<file path="config.mk">
export PLATFORM = sky130hd
export DESIGN_NAME = slot_round_robin_scheduler
export DESIGN_NICKNAME = d
export VERILOG_FILES = /design/src/rtl/slot_round_robin_scheduler.sv
export SDC_FILE = /design/constraint.sdc
export NUM_CORES = 1
export LEC_CHECK = 0
export BUFFER_PORTS_ARGS = -buffer_cell sky130_fd_sc_hd__buf_2
export CORE_ASPECT_RATIO = 0.6
export CORE_MARGIN = 4
export CORE_UTILIZATION = 60
export CTS_CLUSTER_DIAMETER = 200
export DETAILED_ROUTE_END_ITERATION = 10
export GPL_ROUTABILITY_DRIVEN = 1
export MAX_ROUTING_LAYER = met4
export PLACE_DENSITY = 0.93
export RECOVER_POWER = 50
export SKIP_LAST_GASP = 1
export SYNTH_ARGS = -nofsm -noshare
export SYNTH_HDL_FRONTEND = slang
export SYNTH_SLANG_ARGS = --single-unit
</file>
<file path="constraint.sdc">
create_clock -name sys_clk -period 5.5 [get_ports sys_clk]
set_input_delay 0.275 -clock sys_clk [delete_from_list [all_inputs] [get_ports sys_clk]]
set_output_delay 0.275 -clock sys_clk [all_outputs]
set_load 0.02 [all_outputs]
</file>
<file path="src/rtl/slot_round_robin_scheduler.sv">
// -----------------------------------------------------------------------------
// slot_round_robin_scheduler
//
// Purpose:
//   Time-slot scheduler that shares one counter-driven datapath between
//   NUM_REQ requesters. Grants are one-hot and round-robin. Each grant lasts
//   at most SLOT_LEN cycles. An optional guard gap of GAP_CYCLES idle cycles
//   follows every grant.
//
// Ports:
//   sys_clk       in   single system clock, rising edge
//   rst           in   synchronous active-high reset
//   req[N]        in   level request per requester
//   done[N]       in   release pulse per requester (grantee bit only)
//   grant[N]      out  registered one-hot grant (or all zero)
//   grant_id[L]   out  registered index of current / last grantee
//   busy          out  high whenever the FSM is not in IDLE
//   slot_expired  out  one-cycle pulse when a grant ends by timeout
//
// Optional feature (macro SLOT_SCHED_STATS_EN):
//   grant_count[N*CW]  out  per-requester saturating grant-start counters
//   expired_count[CW]  out  saturating count of slot_expired pulses
//
// Handshake:
//   req is a level. A requester raises it and holds it until it is granted
//   or decides to abandon the request. While granted, the requester either
//   pulses done for one cycle to release, or drops req to withdraw. If it
//   does neither, the slot times out after SLOT_LEN cycles. Arbitration
//   happens only in IDLE. Activity on non-granted bits is ignored in every
//   state.
//
// The FSM state is held in state_q (type state_e). busy reflects it
// directly.
// -----------------------------------------------------------------------------
module slot_round_robin_scheduler #(
  parameter int NUM_REQ       = 4,
  parameter int COUNTER_WIDTH = 8,
  parameter int SLOT_LEN      = 16,
  parameter int GAP_CYCLES    = 1
) (
  input  logic                          sys_clk,
  input  logic                          rst,
  input  logic [NUM_REQ-1:0]            req,
  input  logic [NUM_REQ-1:0]            done,
  output logic [NUM_REQ-1:0]            grant,
  output logic [$clog2(NUM_REQ)-1:0]    grant_id,
  output logic                          busy,
  output logic                          slot_expired
`ifdef SLOT_SCHED_STATS_EN
  ,
  output logic [NUM_REQ*COUNTER_WIDTH-1:0] grant_count,
  output logic [COUNTER_WIDTH-1:0]         expired_count
`endif
);

  localparam int ID_W = $clog2(NUM_REQ);
  localparam int CW   = COUNTER_WIDTH;

  // Terminal counts. With no gap the GAP state is never entered, so its
  // compare value is unused.
  localparam logic [CW-1:0]   SLOT_LAST = CW'(SLOT_LEN - 1);
  localparam logic [CW-1:0]   GAP_LAST  = CW'((GAP_CYCLES > 0) ? (GAP_CYCLES - 1) : 0);
  localparam logic [ID_W-1:0] ID_RESET  = ID_W'(NUM_REQ - 1);

  typedef enum logic [1:0] {
    ST_IDLE  = 2'd0,
    ST_GRANT = 2'd1,
    ST_GAP   = 2'd2
  } state_e;

  state_e            state_q, state_d;
  logic [NUM_REQ-1:0] grant_q, grant_d;
  // grant_id_q also serves as last_id, the round-robin pointer. The two
  // values are identical at all times, so one register carries both.
  logic [ID_W-1:0]   grant_id_q, grant_id_d;
  logic [CW-1:0]     slot_cnt_q, slot_cnt_d;
  logic [CW-1:0]     gap_cnt_q, gap_cnt_d;
  logic              slot_expired_q, slot_expired_d;

  // ---------------------------------------------------------------------------
  // Round-robin winner search. Start one past the last grantee and wrap
  // modulo NUM_REQ, so the requester just served has the lowest priority.
  // ---------------------------------------------------------------------------
  logic [ID_W-1:0] winner;
  logic            winner_found;

  always_comb begin
    int cand;
    winner       = grant_id_q;
    winner_found = 1'b0;
    cand         = 0;
    for (int i = 1; i <= NUM_REQ; i++) begin
      cand = (int'(grant_id_q) + i) % NUM_REQ;
      if (!winner_found && req[ID_W'(cand)]) begin
        winner_found = 1'b1;
        winner       = ID_W'(cand);
      end
    end
  end

  // A grant starts on any IDLE cycle that has a pending request.
  logic grant_start;
  assign grant_start = (state_q == ST_IDLE) && (|req);

  // End-of-grant qualifiers. They are only meaningful in GRANT.
  logic rel_done, rel_withdraw, slot_timeout, grant_end;
  assign rel_done     = done[grant_id_q];
  assign rel_withdraw = ~req[grant_id_q];
  assign slot_timeout = (slot_cnt_q == SLOT_LAST);
  assign grant_end    = rel_done | rel_withdraw | slot_timeout;

  // ---------------------------------------------------------------------------
  // Next-state and output logic
  // ---------------------------------------------------------------------------
  always_comb begin
    state_d        = state_q;
    grant_d        = grant_q;
    grant_id_d     = grant_id_q;
    slot_cnt_d     = slot_cnt_q;
    gap_cnt_d      = gap_cnt_q;
    slot_expired_d = 1'b0;

    unique case (state_q)
      ST_IDLE: begin
        if (grant_start) begin
          grant_d         = '0;
          grant_d[winner] = 1'b1;
          grant_id_d      = winner;
          slot_cnt_d      = '0;
          state_d         = ST_GRANT;
        end
      end

      ST_GRANT: begin
        if (grant_end) begin
          grant_d   = '0;
          gap_cnt_d = '0;
          // A release in the same cycle as the timeout wins. Only a pure
          // timeout is reported.
          slot_expired_d = slot_timeout & ~rel_done & ~rel_withdraw;
          state_d        = (GAP_CYCLES > 0) ? ST_GAP : ST_IDLE;
        end else begin
          slot_cnt_d = slot_cnt_q + 1'b1;
        end
      end

      ST_GAP: begin
        grant_d = '0;
        if (gap_cnt_q == GAP_LAST) begin
          state_d = ST_IDLE;
        end else begin
          gap_cnt_d = gap_cnt_q + 1'b1;
        end
      end

      default: begin
        state_d = ST_IDLE;
        grant_d = '0;
      end
    endcase
  end

  always_ff @(posedge sys_clk) begin
    if (rst) begin
      state_q        <= ST_IDLE;
      grant_q        <= '0;
      grant_id_q     <= ID_RESET;
      slot_cnt_q     <= '0;
      gap_cnt_q      <= '0;
      slot_expired_q <= 1'b0;
    end else begin
      state_q        <= state_d;
      grant_q        <= grant_d;
      grant_id_q     <= grant_id_d;
      slot_cnt_q     <= slot_cnt_d;
      gap_cnt_q      <= gap_cnt_d;
      slot_expired_q <= slot_expired_d;
    end
  end

  assign grant        = grant_q;
  assign grant_id     = grant_id_q;
  assign busy         = (state_q != ST_IDLE);
  assign slot_expired = slot_expired_q;

`ifdef SLOT_SCHED_STATS_EN
  // ---------------------------------------------------------------------------
  // Saturating statistics counters. Each count is updated on the same edge
  // that registers the event it counts.
  // ---------------------------------------------------------------------------
  logic [NUM_REQ*CW-1:0] grant_count_q, grant_count_d;
  logic [CW-1:0]         expired_count_q, expired_count_d;

  always_comb begin
    grant_count_d   = grant_count_q;
    expired_count_d = expired_count_q;
    for (int i = 0; i < NUM_REQ; i++) begin
      if (grant_start && (winner == ID_W'(i)) &&
          (grant_count_q[i*CW +: CW] != {CW{1'b1}})) begin
        grant_count_d[i*CW +: CW] = grant_count_q[i*CW +: CW] + 1'b1;
      end
    end
    if (slot_expired_d && (expired_count_q != {CW{1'b1}})) begin
      expired_count_d = expired_count_q + 1'b1;
    end
  end

  always_ff @(posedge sys_clk) begin
    if (rst) begin
      grant_count_q   <= '0;
      expired_count_q <= '0;
    end else begin
      grant_count_q   <= grant_count_d;
      expired_count_q <= expired_count_d;
    end
  end

  assign grant_count   = grant_count_q;
  assign expired_count = expired_count_q;
`endif

endmodule

</file>
## Word level (Yosys, flattened, before mapping)

Index checks and enable logic that the tools add are counted.
W data, S select, Z words.

- Bits in registers: 25
- Bits of input ports: 10
- Output and inout port bits: 8
- Logic and storage cells: 93

- $add $sub $neg: 6
- $lt $le $gt $ge: 7
- Equal/unequal tests: 8
- Multiplexer cells: 38
- Bitwise logic cells: 8
- Reductions and logical operators: 20

Operators by type and width:

| kind | count |
|---|---|
| $mux W8 | 4 |
| $pmux W8 S2 | 2 |
| $add A8 B1 Y8 const B | 2 |
| $lt A2 B4 Y1 const B | 4 |
| $mux W1 | 14 |
| $mux W2 | 7 |
| $bmux W1 S2 | 6 |
| $ne A2 B2 Y1 const B | 5 |
| $reduce_and A3 Y1 | 3 |
| $eq A8 B4 Y1 const B | 1 |
| $logic_not A8 Y1 | 1 |
| $mux W4 | 2 |
| $pmux W4 S2 | 1 |
| $lt A2 B3 Y1 const B | 2 |
| $pmux W2 S3 | 1 |
| $reduce_bool A2 Y1 | 3 |
| $logic_and A1 B1 Y1 | 5 |
| $add A2 B1 Y2 const B | 2 |
| $add A2 B2 Y2 const B | 2 |
| $not A1 Y1 | 4 |
| $reduce_and A2 Y1 | 2 |
| $reduce_or A4 Y1 | 1 |
| $logic_not A1 Y1 | 3 |
| $reduce_or A3 Y1 | 1 |
| 7 further kinds | 9 |

## Longest topological paths before layout

Gate-level depths: netlist of run 1.

- Depth after elaboration: 20
- Mapped depth: 8
- Depth with buffers taken out: 7

## Least setup slack after synthesis of run 1

OpenSTA, ideal clock, no wires.

- Path type: flip-flop to flip-flop
- Start point: register grant_id_q[1] (netlist: grant_id[1])
- End point: register gap_cnt_q[2]
- Setup time: 71 ps
- Arrival: 1954 ps
- Required time: 5429 ps
- Slack: 3475 ps
- Stages on the path, launching flop included: 8
- Path buffers: 2
- Clock period less this slack: 2025 ps
- Cells stage by stage: dfxtp_1 -> buf_6 -> mux2i_1 -> and4b_4 -> o21a_4 -> buf_6 -> or4_1 -> a21oi_1

- Cells in the longest elaborated chain, start to end: 7
- Elaborated cells on any way between the ends: 9
- Those cells by class: eq/ne: 1; mux: 4; bitwise: 3; reduce/logical: 1

RTL lines:

| element | line | text |
|---|---|---|
| start: declaration | 75 | `logic [ID_W-1:0] grant_id_q, grant_id_d;` |
| start signal: assignment | 174 | `grant_id_q <= grant_id_d;` |
| $bmux W1 S2 | 108 | `assign rel_withdraw = ~req[grant_id_q];` |
| $mux W1 (implied by the code) | 108 |  |
| $not A1 Y1 | 108 |  |
| $or A1 B1 Y1 * (2 in a row) | 110 | `assign grant_end = rel_done \| rel_withdraw \| slot_timeout;` |
| $ne A2 B2 Y1 (no line) * | -- |  |
| $reduce_and A3 Y1 (no line) * | -- |  |
| end signal: assignment | 176 | `gap_cnt_q <= gap_cnt_d;` |
| end: declaration | 77 | `logic [CW-1:0] gap_cnt_q, gap_cnt_d;` |

Mark *: on every way between the ends. The rest lies on a longest branch, timed or not. The select of a mux whose other input is x is not followed.
A chain may end at the register's enable or synchronous reset.

## Final worst setup path of run 1

Same ends and word-level chain as after synthesis.

==> results of run 1 <==
## worst paths after layout
path | to | slack, ps | depth (start not counted)
worst min-delay path | grant[0] | 370 | 2
worst max-delay path | gap_cnt_q[2] | 2900 | 5
worst max register to register | gap_cnt_q[2] | 2900 | 5
worst min register to register | slot_cnt_q[7] | 500 | 2
## worst max-delay path, cell delays in order (launching register included)
cell      delay, ps
dfxtp_1         440
or3b_1          440
a211oi_1        420
o21a_1          640
o21ai_1         350
a21oi_1         240
## kinds of logic (layout without fill, tap and decap cells)
| family | count (synthesis) | in the layout | synth area share (%) |
|---|---|---|---|
| and+or+nand+nor | 67 | 67 | 28.31 |
| AOI/OAI and AO/OA | 47 | 47 | 21.96 |
| DFF | 25 | 25 | 36.30 |
| buffers and inverters | 13 | 27 | 4.900 |
| muxes | 8 | 8 | 5.808 |
| adders and majority gates | 3 | 3 | 2.723 |
## cell type report
cell class	instances	area share, %
clock buffer	3	2.792
multi-input combinational	125	53.72
sequential	25	33.84
timing repair buffer	17	5.076
inverter	6	1.523
tap	30	2.538
clock inverter	1	0.5076
## through the flow
stage / cells / area, µm² / total power, mW / setup WS, ps / util, %
final: 207 / 1479 / 0.4161 / 2897 / 67.85
after global routing: 207 / 1479 / 0.4357 / 2766 / 67.85
after CTS: 207 / 1505 / 0.4169 / 3321 / 69.06
after detailed placement: 203 / 1456 / 0.3085 / 3383 / 66.82
after global placement: 203 / 1456 / 0.3020 / 3524 / 66.82
after floorplan: 163 / 1379 / 0.2840 / 3475 / -
## metal layers
metal  vias to the layer above  track usage (%)
met5                         -                -
met2                        73            36.21
met1                       622            28.55
li1                        635                -
met4                         0            5.725
met3                        11            7.778
## power breakdown
part           switching, mW  total, mW  internal, mW
logic                 0.0663     0.0996        0.0333
registers             0.0133      0.204         0.191
clock network         0.0607      0.112        0.0514
total                  0.140      0.416         0.276
## layout by cell type (no fill, tap or decap), types with 2 or more instances in the layout
master and n:
a211o_1 2, a211oi_1 2, a21oi_1 19, and3_1 2, buf_2 9, clkbuf_1 8
clkbuf_8 3, dfxtp_1 25, ha_1 3, inv_1 6, mux2i_1 8, nand2_1 12
nand2b_1 7, nand3_1 9, nand3b_1 2, nor2_1 6, nor2b_1 2, nor3_1 3
nor4_1 2, o211ai_1 2, o21ai_0 10, o31ai_1 7, or2_2 3, or3_1 6
or4_1 6
## state kept, by name, indices dropped and copies added (netlist names)
signal and count:
state_q 2, grant 4, slot_cnt_q 8, slot_expired 1, gap_cnt_q 8, grant_id 2
==> impl_metrics.yaml, run 1 <==
timing:
  period_share_pct: 47.34
  finalHoldViolations: 0
  final_max_slew_viol_count: 0
  setup_viol: 0
  rsz0062_at_grt: "no"
  fin_worst_skew_ps: 4.212
  holdWs_ps: 366.0
  worst_slew_pin_slew_ps: 972.2
  post-route-min-period_ps: 2604
  fin_setup_tns_ps: 0
  max_slew_margin_pct: 34.50
  clock.fmax_mhz: 384.1
cts:
  htree_levels: 1
  holdBufCountCts: 0
  cts_sinks: 25
  cts_tree: "built"
  cts_setup_buffers: 0
  cts_resized: 0
  worstSkewPairLatency_ps: 270
  path_clk_slew_ps: 90
  clk_path_buf_depth: 2
  cts_inserted_buffers: 3
  clockRootBuffer: "clkbuf_8"
synthesis:
  synth_flop_cell: "dfxtp_1"
  syn_area_um2: 1379
  synth_seq_cells: 25
  synth_warnings: 0
  syn_nets: 176
  netlist.area_leader.share_pct: 36.30
  synth-edff-count: 0
  yosys-top-cells-count: "dfxtp_1, a21oi_1, nand2_1, nand3_1, o21ai_0"
  avgSynthCellArea_um2: 8.459
  ys_types: 39
  synth_area_leader_cell: "dfxtp_1"
  syn_inst: 163
  yosysMostFrequentCell: "dfxtp_1"
  ys_seq_area_share_pct: 36.30
  synthArstFlopShare_pct: 0
  synth_area_leaders: "dfxtp_1, a21oi_1, mux2i_1"
critical_path:
  crit_required_ps: 5700
  arrival_ps: 2800
  worstSetupStartpoint: "grant_id[1]"
  criticalPathCategory: "reg -> reg"
  path_max_fanout: 25
  reg2reg_from: "grant_id[1]"
  cp-end-kind: "register"
  cp-start-kind: "register"
detailed_routing:
  vias: 1341
  drt-met1-wl_um: 1512
  drtIter0Drc: 92
  ant_nets: 0
  wl_um: 3371
  wl_met3_um: 336
  route.detailed.drc: 0
  vias_per_cell: 6.478
  detail_route.first_pass.iterations: 4
  wl_met2_um: 1465
  highest_layer: "met4"
  wl_per_cell_um: 16.29
global_routing:
  grt_overflow: 0
  grt_pass1_wl_um: 5506
  grt_use_total_pct: 22.88
  grt_pass1_vias: 1153
  antenna_found_initial: 0
  grt_max_degree: 26
finish:
  seqCellArea_um2: 500.5
  syn2layout_area_growth_pct: 7.260
  antenna_cells: 0
  drive_above_1_share_pct: 10.17
  finalNetCount: 191
  multiInputGateArea_um2: 794.5
  fillers: 169
floorplanning:
  initial_utilization_pct: 63.26
  rows: 13
  ios: 18
  die_area_um2: 3154
  dieHeight_um: 45.13
  core_um2: 2180
  dieWidth_um: 69.89
hold_path:
  worstHoldStart: "rst"
  min_path_type: "in -> reg"
status:
  status: "completed"
placed_design:
  routabilityCongestion: 0.8614
  place_hpwl_um: 2382
  io_buffer_count: 17
power:
  p_leak_nw: 0.5151
  powerDensity_nw_per_um2: 281.4
  ir_drop_uv: 203.4
flow_run:
  drv_cap: 0
(Power assumes the default switching activity.)
==> run 2: changes to the inputs <==
--- a/config.mk
+++ b/config.mk
@@ -5,15 +5,16 @@
 export SDC_FILE = /design/constraint.sdc
 export NUM_CORES = 1
 export LEC_CHECK = 0
+export ABC_AREA = 1
 export BUFFER_PORTS_ARGS = -buffer_cell sky130_fd_sc_hd__buf_2
 export CORE_ASPECT_RATIO = 0.6
 export CORE_MARGIN = 4
-export CORE_UTILIZATION = 60
+export CORE_UTILIZATION = 58
 export CTS_CLUSTER_DIAMETER = 200
 export DETAILED_ROUTE_END_ITERATION = 10
 export GPL_ROUTABILITY_DRIVEN = 1
 export MAX_ROUTING_LAYER = met4
-export PLACE_DENSITY = 0.93
+export PLACE_DENSITY = 0.9
 export RECOVER_POWER = 50
 export SKIP_LAST_GASP = 1
 export SYNTH_ARGS = -nofsm -noshare
==> constraint.sdc (replaced) <==
create_clock -name sys_clk -period 2.5 [get_ports sys_clk]
set_input_delay 0.125 -clock sys_clk [delete_from_list [all_inputs] [get_ports sys_clk]]
set_output_delay 0.125 -clock sys_clk [all_outputs]
set_load 0.02 [all_outputs]
==> run 2 against run 1 <==
Final cell count increased by 38%. First-iteration DRC count is 32% higher. Combinational power increased to 9.3 times the previous value. Worst setup slack worse by 2400 ps. Highest routed layer unchanged. Power increased to 4.1 times the previous value. Fmax grew 27%. Clock-buffer cell count is 1 higher. Hold slack lost 77 ps. Cell area up 22%.
==> impl_metrics.yaml, run 2 <==
status:
  status: "completed"
finish:
  multiInputGateArea_um2: 1052
  finalNetCount: 267
  final_core_util_pct: 68.57
  layout.cells.non_filler: 285
  most-common-layout-cells: "nand2_1, dfxtp_1, nand2_2, nor2_1, inv_1"
  antenna_cells: 0
  drive_above_1_share_pct: 26.48
  syn2layout_area_growth_pct: 6.984
  final_cell_area_um2: 1802
  final_common_cell: "nand2_1"
  seqCellArea_um2: 500.5
  fillers: 227
synthesis:
  syn_area_um2: 1684
  avgSynthCellArea_um2: 7.076
  yosys-top-cells-count: "nand2_1, dfxtp_1, nand2_2, nor2_1"
  synth_warnings: 0
  ys_seq_area_share_pct: 29.72
  ys_types: 35
  synthArstFlopShare_pct: 0
  synth-simple-area-share_pct: 43.46
  synth_area_leader_cell: "dfxtp_1"
  synth_flop_cell: "dfxtp_1"
  synth.area.mux_share_pct: 0
  syn_inst: 238
  synth-edff-count: 0
  synth_fa_ha_area_share_pct: 2.229
  synth_top_family_by_area: "simple AND/OR/NAND/NOR gates"
  syn_nets: 251
  synth_seq_cells: 25
  synth-compound-area-share_pct: 12.78
  netlist.area_leader.share_pct: 29.72
  synth_xor_area_share_pct: 4.160
  synth_area_leaders: "dfxtp_1, nand2_1, nand2_2"
  yosysMostFrequentCell: "nand2_1"
floorplanning:
  dieWidth_um: 77.57
  dieHeight_um: 49.74
  rows: 14
  core_um2: 2628
  die_area_um2: 3858
  ios: 18
  initial_utilization_pct: 64.10
cts:
  holdBufCountCts: 0
  cts_inserted_buffers: 3
  cts_tree: "built"
  worstSkewPairLatency_ps: 270
  cts_resized: 0
  cts_setup_buffers: 0
  cts_sinks: 25
  path_clk_slew_ps: 80
  clk_path_buf_depth: 2
  clockRootBuffer: "clkbuf_8"
  htree_levels: 1
timing:
  rsz0062_at_grt: "no"
  worst_slew_pin_slew_ps: 523.7
  setup_viol: 0
  post-route-min-period_ps: 2047
  final_max_slew_viol_count: 0
  fin_worst_skew_ps: 2.746
  finalWorstSetupSlack_ps: 452.6
  fin_setup_tns_ps: 0
  period_share_pct: 81.90
  finalHoldViolations: 0
  clock.fmax_mhz: 488.4
  max_slew_margin_pct: 65.04
  holdWs_ps: 288.7
power:
  ir_drop_uv: 509.8
  power_mw: 1.704
  powerDensity_nw_per_um2: 945.7
  p_leak_nw: 0.7428
global_routing:
  grt_pass1_wl_um: 6147
  antenna_found_initial: 0
  grt_pass1_vias: 1317
  grt_max_degree: 22
  grt_overflow: 0
  grt_use_total_pct: 20.12
detailed_routing:
  route.detailed.drc: 0
  ant_nets: 0
  detail_route.first_pass.iterations: 4
  wl_per_cell_um: 12.72
  wl_um: 3624
  vias: 1529
  drtIter0Drc: 121
  vias_per_cell: 5.365
placed_design:
  place_ws_ps: 598.9
  post-place-cells: 281
  place_hpwl_um: 2697
  io_buffer_count: 17
  routabilityCongestion: 0.9169
  placed_area_um2: 1769
critical_path:
  cp-end-kind: "register"
  crit_required_ps: 2650
  path_max_fanout: 13
  arrival_ps: 2190
  criticalPathCategory: "reg -> reg"
  slowest_stage: "dfxtp_1"
  cp-start-kind: "register"
  cp_cell_sequence: "inv_1 > nand3_1 > nand2_1 > nor2_4 > nand4_4 > nand2_4 > inv_8 > nand2_2 > a21oi_2"
  cpPeakStageDelay_ps: 660
flow_run:
  drv_cap: 0
hold_path:
  min_path_type: "in -> reg"
## run 2: changes by cell type after synthesis, sizes merged, moves of 7 or more
cell / previous run / this run
xor2: 0 / 7
nand2b: 7 / 0
nor2: 6 / 26
nand4: 1 / 9
nand2: 12 / 86
o31ai: 7 / 0
mux2i: 8 / 0
nand3: 9 / 18
inv: 6 / 21
## run 2: cells by family (layout without fill, tap and decap cells)
| kind of cell | count (synthesis) | after routing |
|---|---|---|
| XOR/XNOR | 8 | 8 |
| buffers and inverters | 27 | 42 |
| AO/OA/AOI/OAI | 30 | 30 |
| AND/OR/NAND/NOR | 145 | 145 |
| adder cells (fa/ha/maj) | 3 | 3 |
| flip-flops | 25 | 25 |
## run 2: power breakdown
part / internal (mW) / leakage (nW) / switching, mW / total (mW)
combinational: 0.289 / 0.517 / 0.635 / 0.923
clock: 0.114 / 0.0228 / 0.127 / 0.242
sequential: 0.457 / 0.203 / 0.0820 / 0.539
## run 2: metal layers
layer  GRT usage (%)  up-vias  wire length (µm)
met4           3.846        0                25
met5               -        -                 0
met1           29.48      698              2000
li1                -      798                 -
met2           27.65       28              1429
met3           5.091        5               168
## run 2: worst max-delay path: cells and delay by family, from the launching register on
family,cells,cell delay [ps]
AOI/OAI and AO/OA,1,50
buffers and inverters,2,380
DFF,1,660
and+or+nand+nor,6,820
## run 2: worst paths after layout
path / endpoint / slack (ps) / cells past startpoint / startpoint
setup reg to reg: slot_cnt_q[1] / 450 / 9 / grant_id[0]
hold / removal: state_q[1] / 290 / 2 / rst
hold reg to reg: grant[0] / 480 / 2 / grant[0]
setup / recovery: slot_cnt_q[1] / 450 / 9 / grant_id[0]
## run 2: area by class of cell
cell class | count | area share [%]
Inverter | 21 | 4.931
Multi-Input combinational cell | 186 | 58.40
Sequential cell | 25 | 27.78
Tap cell | 32 | 2.222
Clock buffer | 4 | 2.500
Timing Repair Buffer | 17 | 4.167
